### src/rtl/eth_tx_sequencer.sv
// eth_tx_sequencer: 10BASE-T style Manchester transmitter.
// Sends preamble/SFD and fetched frame bytes, ETD and IFG, and emits link pulses while idle.
module eth_tx_sequencer #(
  parameter int FRAME_BYTES = 64,
  parameter int NLP_PERIOD  = 320000,
  parameter int IFG_CYCLES  = 192
) (
  input  logic       i_clk,
  input  logic       i_rst_n,
  input  logic       i_start,
  input  logic [7:0] i_byte,
  output logic       o_rd_en,
  output logic [7:0] o_rd_addr,
  output logic       o_pos,
  output logic       o_neg,
  output logic       o_busy,
  output logic       o_frame_done
);
  typedef enum logic [2:0] {IDLE, NLP, PREAMBLE, DATA, ETD, IFG} state_e;
  localparam int NW = $clog2(NLP_PERIOD + 1);
  localparam int CW = $clog2(IFG_CYCLES + 6);
  state_e        state_q, state_d;
  logic [3:0]    cyc_q, cyc_d;
  logic [7:0]    idx_q, idx_d, byte_q, byte_d;
  logic [CW-1:0] cnt_q, cnt_d;
  logic [NW-1:0] nlp_q, nlp_d;
  logic          pend_q, pend_d;
  logic          active, slot_end, req, line;
  logic [7:0]    cur_byte;
  always_ff @(posedge i_clk or negedge i_rst_n) begin
    if (!i_rst_n) begin
      state_q <= IDLE;
      cyc_q   <= '0;
      idx_q   <= '0;
      byte_q  <= '0;
      cnt_q   <= '0;
      nlp_q   <= '0;
      pend_q  <= 1'b0;
    end else begin
      state_q <= state_d;
      cyc_q   <= cyc_d;
      idx_q   <= idx_d;
      byte_q  <= byte_d;
      cnt_q   <= cnt_d;
      nlp_q   <= nlp_d;
      pend_q  <= pend_d;
    end
  end
  // Slot index counts 0..7 in PREAMBLE and 0..FRAME_BYTES-1 in DATA; the next byte is fetched on cycle 14.
  always_comb begin
    active       = state_q == PREAMBLE || state_q == DATA;
    slot_end     = active && cyc_q == 4'd15;
    req          = pend_q | i_start;
    cur_byte     = state_q == PREAMBLE ? (idx_q == 8'd7 ? 8'hD5 : 8'h55) : byte_q;
    line         = ~(cyc_q[0] ^ cur_byte[cyc_q[3:1]]);
    o_rd_en      = active && cyc_q == 4'd14 &&
                   (state_q == PREAMBLE ? idx_q == 8'd7 : idx_q != 8'(FRAME_BYTES - 1));
    o_rd_addr    = o_rd_en ? (state_q == PREAMBLE ? 8'd0 : idx_q + 8'd1) : 8'd0;
    o_pos        = active ? line : (state_q == NLP || state_q == ETD);
    o_neg        = active & ~line;
    o_busy       = state_q != IDLE && state_q != NLP;
    o_frame_done = state_q == ETD && cnt_q == CW'(5);
    state_d      = state_q;
    cyc_d        = active ? cyc_q + 4'd1 : 4'd0;
    idx_d        = idx_q;
    byte_d       = slot_end ? i_byte : byte_q;
    cnt_d        = cnt_q + 1'b1;
    nlp_d        = nlp_q;
    pend_d       = state_q == IDLE ? 1'b0 : req;
    case (state_q)
      IDLE: begin
        if (i_start) begin
          state_d = PREAMBLE;
          idx_d   = '0;
          nlp_d   = '0;
        end else if (nlp_q == NW'(NLP_PERIOD - 1)) begin
          state_d = NLP;
          nlp_d   = '0;
          cnt_d   = '0;
        end else nlp_d = nlp_q + 1'b1;
      end
      NLP: if (cnt_q == CW'(1)) begin
        state_d = req ? PREAMBLE : IDLE;
        pend_d  = 1'b0;
        idx_d   = '0;
      end
      PREAMBLE: if (slot_end) begin
        state_d = idx_q == 8'd7 ? DATA : PREAMBLE;
        idx_d   = idx_q == 8'd7 ? 8'd0 : idx_q + 8'd1;
      end
      DATA: if (slot_end) begin
        state_d = idx_q == 8'(FRAME_BYTES - 1) ? ETD : DATA;
        idx_d   = idx_q + 8'd1;
        cnt_d   = '0;
      end
      ETD: if (cnt_q == CW'(5)) begin
        state_d = IFG;
        cnt_d   = '0;
      end
      IFG: if (cnt_q == CW'(IFG_CYCLES - 1)) begin
        state_d = req ? PREAMBLE : IDLE;
        pend_d  = 1'b0;
        idx_d   = '0;
      end
      default: state_d = IDLE;
    endcase
  end
endmodule

### config.mk
export PLATFORM = sky130hd
export DESIGN_NAME = eth_tx_sequencer
export DESIGN_NICKNAME = d
export VERILOG_FILES = /design/src/rtl/eth_tx_sequencer.sv
export SDC_FILE = /design/constraint.sdc
export NUM_CORES = 1
export LEC_CHECK = 0
export ABC_AREA = 0
export BUFFER_PORTS_ARGS = -buffer_cell sky130_fd_sc_hd__buf_2
export CORE_MARGIN = 3
export CORE_UTILIZATION = 55
export DETAILED_ROUTE_END_ITERATION = 8
export GPL_TIMING_DRIVEN = 0
export PLACE_DENSITY = 0.84
export SLEW_MARGIN = 25
export SYNTH_ARGS = -nofsm -noshare
export SYNTH_HDL_FRONTEND = slang
export SYNTH_SLANG_ARGS = --single-unit
### constraint.sdc
create_clock -name i_clk -period 2.61 [get_ports i_clk]
set_input_delay 0.522 -clock i_clk [delete_from_list [all_inputs] [get_ports i_clk]]
set_output_delay 0.522 -clock i_clk [all_outputs]
set_load 0.03 [all_outputs]
==> out/results.txt <==
Result of the run -> finished, violations left
Violated checks -> negative setup slack
First drt pass iteration count -> 4
Critical path required time -> 2.09 ns
Multiplexer fraction of the synthesized cell area -> 6.70%
Vert. Die Dim -> 80.2 microns
Diode insertion count for antenna repair -> 0
Final non-filler cell area -> 0.00347 sq mm
Final Hold Fails -> 0
Kind of start point of the critical path -> flip-flop
Share of the synthesized area in the top cell type -> 42.2%
Max-slew violations -> 0
Post-route core utilization -> 66.7%
Number of cell rows -> 26
Time the final worst path needs with I/O delays and setup -> 2.88 ns
Number of DRC markers in iteration 0 -> 171
Clock tree from TritonCTS -> built
Count of flip-flops with a built-in enable after synthesis -> 0
CP Max Fanout -> 4
Reported net switching power -> 1.18 mW
Synthesis warning total -> 0
Final Hold Slack -> 0.237 ns
Kind of path behind the tightest hold check -> input pin to async pin
Adder and majority gate portion of the synthesized area -> 2.48%
Switching portion of total power -> 39.4%
Placer's final routability congestion estimate -> 0.867
Most common flop cell mapped by yosys -> sky130_fd_sc_hd__dfrtp_1
Maximum root-to-sink buffer count -> 2
Final setup violation count -> 3
Number of global-route vias before repair -> 2455
Maximum VDD drop -> 0.559 mV
Largest cells by area after synthesis -> sky130_fd_sc_hd__dfrtp_1 (42%), sky130_fd_sc_hd__nand3_1 (5.0%), sky130_fd_sc_hd__nor2_1 (5.0%)
Detail Route Antenna Nets -> 0
Library cell with the largest summed area after synthesis -> sky130_fd_sc_hd__dfrtp_1
Count of cells along the worst register-to-register path -> 9
Maximum number of pins on one net before global-route repair -> 52
DRC viols -> 0
Post-synthesis share of cell area spent on xor and xnor gates -> 4.92%
Total of flip-flops plus latches after synthesis -> 51
Total clock buffers created by CTS -> 5
Register share of total power -> 40.1%
Port Buffer Count -> 23
Post-route worst setup slack -> -0.266 ns
Chip Width -> 80.2 microns
Routed wire per std cell -> 15.1 microns
Most frequent cells after synthesis -> sky130_fd_sc_hd__dfrtp_1 (51), sky130_fd_sc_hd__nor2_1 (40), sky130_fd_sc_hd__nand3_1 (30)
Finished Layout Cells -> 440
Total wire length after detailed routing -> 6660 microns
Number of nets produced by synthesis -> 354
Slew at the pin closest to its max-slew limit -> 0.784 ns
Number of max-cap violations -> 0
Endpoint class of the critical path -> primary output
Post-Place Cells -> 430
Die ar. -> 0.00643 sq mm
Combinational group share of total power -> 44.8%
Gr ovfl total -> 0
Layout cells sized above 1 -> 19.2%
Start-to-end type of the worst setup path -> flip-flop to primary output
H-tree depth -> 2
Vias after detailed routing -> 2652
Proportion of synthesized flip-flops having asynchronous set or reset -> 100%
Post-synthesis to final-layout area growth -> 14.7%
CTS Root Cell -> sky130_fd_sc_hd__clkbuf_8
Compound-gate portion of the synthesized area -> 16.6%
Peak Freq -> 348 MHz
Average via count per standard cell -> 6.03
Top-level port count -> 24
Period utilisation layout -> 110%
Power density normalized to cell area -> 865 mW/mm^2
Setup TNS Final -> -0.458 ns
Number of antenna violations at the first check in global routing -> 0
Wire length of the first global-routing pass -> 11200 microns
Combinational family with the most area after synthesis -> simple AND/OR/NAND/NOR gates
Static power due to leakage -> 1.50 nW
Placeable core region -> 0.00520 sq mm
Dominant cell by count in the synthesized netlist -> sky130_fd_sc_hd__dfrtp_1
Fraction of power consumed by the clock network -> 15.1%
Setup repair after global routing missed its margin -> yes
Post-Syn Area per Cell -> 8.98 sq um
Area post-placement -> 0.00324 sq mm
Clock latency on the worst-skew pair -> 0.31 ns
Final worst clock skew -> 0.0110 ns
Number of sinks driven by the clock tree -> 51
Layout net count -> 386
Seq/Total Area, Yosys -> 42.2%
Synthesized instance count -> 337
Number of hold buffers added after cts -> 0
Combined global-route utilization of all metal layers -> 22.0%
Mapped Area -> 0.00303 sq mm
Cell-internal power -> 1.82 mW
CP arrival -> 2.35 ns
Initial Utilization -> 58.1%
Synth Area in Simple Gates -> 22.7%
Max_slew headroom -> 47.3%
Clock edge transition at the registers on the reported setup and hold paths -> 0.10 ns
Number of distinct standard cells referenced by the synthesized netlist -> 54
HPWL after detailed placement -> 4490 microns
==> power by group through the flow <==
stage | registers [mW] | clock network (mW) | logic (mW)
2_1_floorplan | 1.15 | 0 | 0.940
3_3_place_gp | 1.18 | 0 | 1.13
3_5_place_dp | 1.19 | 0 | 1.17
4_1_cts | 1.18 | 0.464 | 1.28
5_1_grt | 1.24 | 0.488 | 1.50
6_report | 1.20 | 0.453 | 1.34
==> per-stage QoR <==
stage	worst slack, ns	total power [mW]
2_1_floorplan	0.0406	2.09
3_3_place_gp	-0.185	2.31
3_5_place_dp	-0.243	2.36
4_1_cts	-0.226	2.93
5_1_grt	-0.320	3.23
6_report	-0.266	3.00
==> cell type report <==
type                    instances  area, sq um
plain buffers                  15         67.6
inverters                      15         56.3
clock inverters                 3         15.0
repair buffers                 29          176
clock buffers                   5         68.8
multi-input cells             252         1720
flip-flops and latches         51         1280
well taps                      70         87.6
fillers                       422         1730
==> kinds of logic (layout without fill, tap and decap cells) <==
| group | Yosys count | after routing |
|---|---|---|
| mux | 19 | 19 |
| fa+ha+maj | 6 | 6 |
| flops | 51 | 51 |
| buf+inv | 34 | 67 |
| xor+xnor | 17 | 17 |
| compound gates | 72 | 72 |
| simple gates | 138 | 138 |
==> cell usage in the layout (no fill, tap or decap), types with 4 or more instances in the layout <==
| cell type | instances |
|---|---|
| sky130_fd_sc_hd__nand2_1 | 21 |
| sky130_fd_sc_hd__ha_1 | 5 |
| sky130_fd_sc_hd__buf_2 | 21 |
| sky130_fd_sc_hd__nand4_1 | 5 |
| sky130_fd_sc_hd__a21oi_1 | 22 |
| sky130_fd_sc_hd__o21ai_0 | 5 |
| sky130_fd_sc_hd__dfrtp_1 | 51 |
| sky130_fd_sc_hd__xnor2_1 | 9 |
| sky130_fd_sc_hd__and3_1 | 9 |
| sky130_fd_sc_hd__xor2_1 | 8 |
| sky130_fd_sc_hd__a22o_1 | 14 |
| sky130_fd_sc_hd__mux2_2 | 10 |
| sky130_fd_sc_hd__or3_1 | 4 |
| sky130_fd_sc_hd__nor3_1 | 7 |
| sky130_fd_sc_hd__nor2_1 | 37 |
| sky130_fd_sc_hd__buf_4 | 11 |
| sky130_fd_sc_hd__nand3_1 | 29 |
| sky130_fd_sc_hd__clkbuf_8 | 5 |
| sky130_fd_sc_hd__mux2i_1 | 8 |
| sky130_fd_sc_hd__nand2b_1 | 5 |
| sky130_fd_sc_hd__clkbuf_1 | 8 |
| sky130_fd_sc_hd__o21ai_1 | 4 |
| sky130_fd_sc_hd__inv_1 | 14 |
==> critical path: stages (launching register included) <==
cell	delay [ns]
sky130_fd_sc_hd__dfrtp_1	0.42
sky130_fd_sc_hd__or3b_4	0.40
sky130_fd_sc_hd__a311o_1	0.27
sky130_fd_sc_hd__a211o_1	0.32
sky130_fd_sc_hd__o2111a_1	0.15
sky130_fd_sc_hd__or3_4	0.33
sky130_fd_sc_hd__buf_6	0.15
==> final timing paths <==
kind	start	end	slack, ns
max	state_q[2]	o_pos	-0.27
min	i_rst_n	byte_q[2]	0.24
max reg2reg	state_q[0]	nlp_q[9]	0.29
min reg2reg	nlp_q[18]	nlp_q[18]	0.50
max in group asynchronous	i_rst_n	pend_q	1.94
min in group i_clk	i_byte[2]	byte_q[2]	0.43
==> timing repair <==
action | 4_1_cts | 5_1_grt
setup buffers | 4 | 2
resized for setup | 15 | 14
cloned | 0 | 0
pin swaps | 6 | 3
endpoints found under the setup margin | 11 | 13
==> per-layer routing <==
metal / vias to the layer above / share of wire (%) / wire length, microns / global-route usage [%]
met4: 0 / 1.1 / 76 / 7.60
li1: 1270 / - / - / -
met1: 1318 / 45 / 3000 / 28.2
met2: 58 / 49 / 3290 / 37.1
met5: - / 0 / 0 / 0
met3: 6 / 4.4 / 296 / 4.15
==> sequential cells by signal (all words and copies together) (netlist names) <==
signal and cells:
cyc_q 4, idx_q 8, pend_q 1, cnt_q 8
nlp_q 19, state_q 3, byte_q 8
Note: power is estimated with default switching activity, not from simulation.
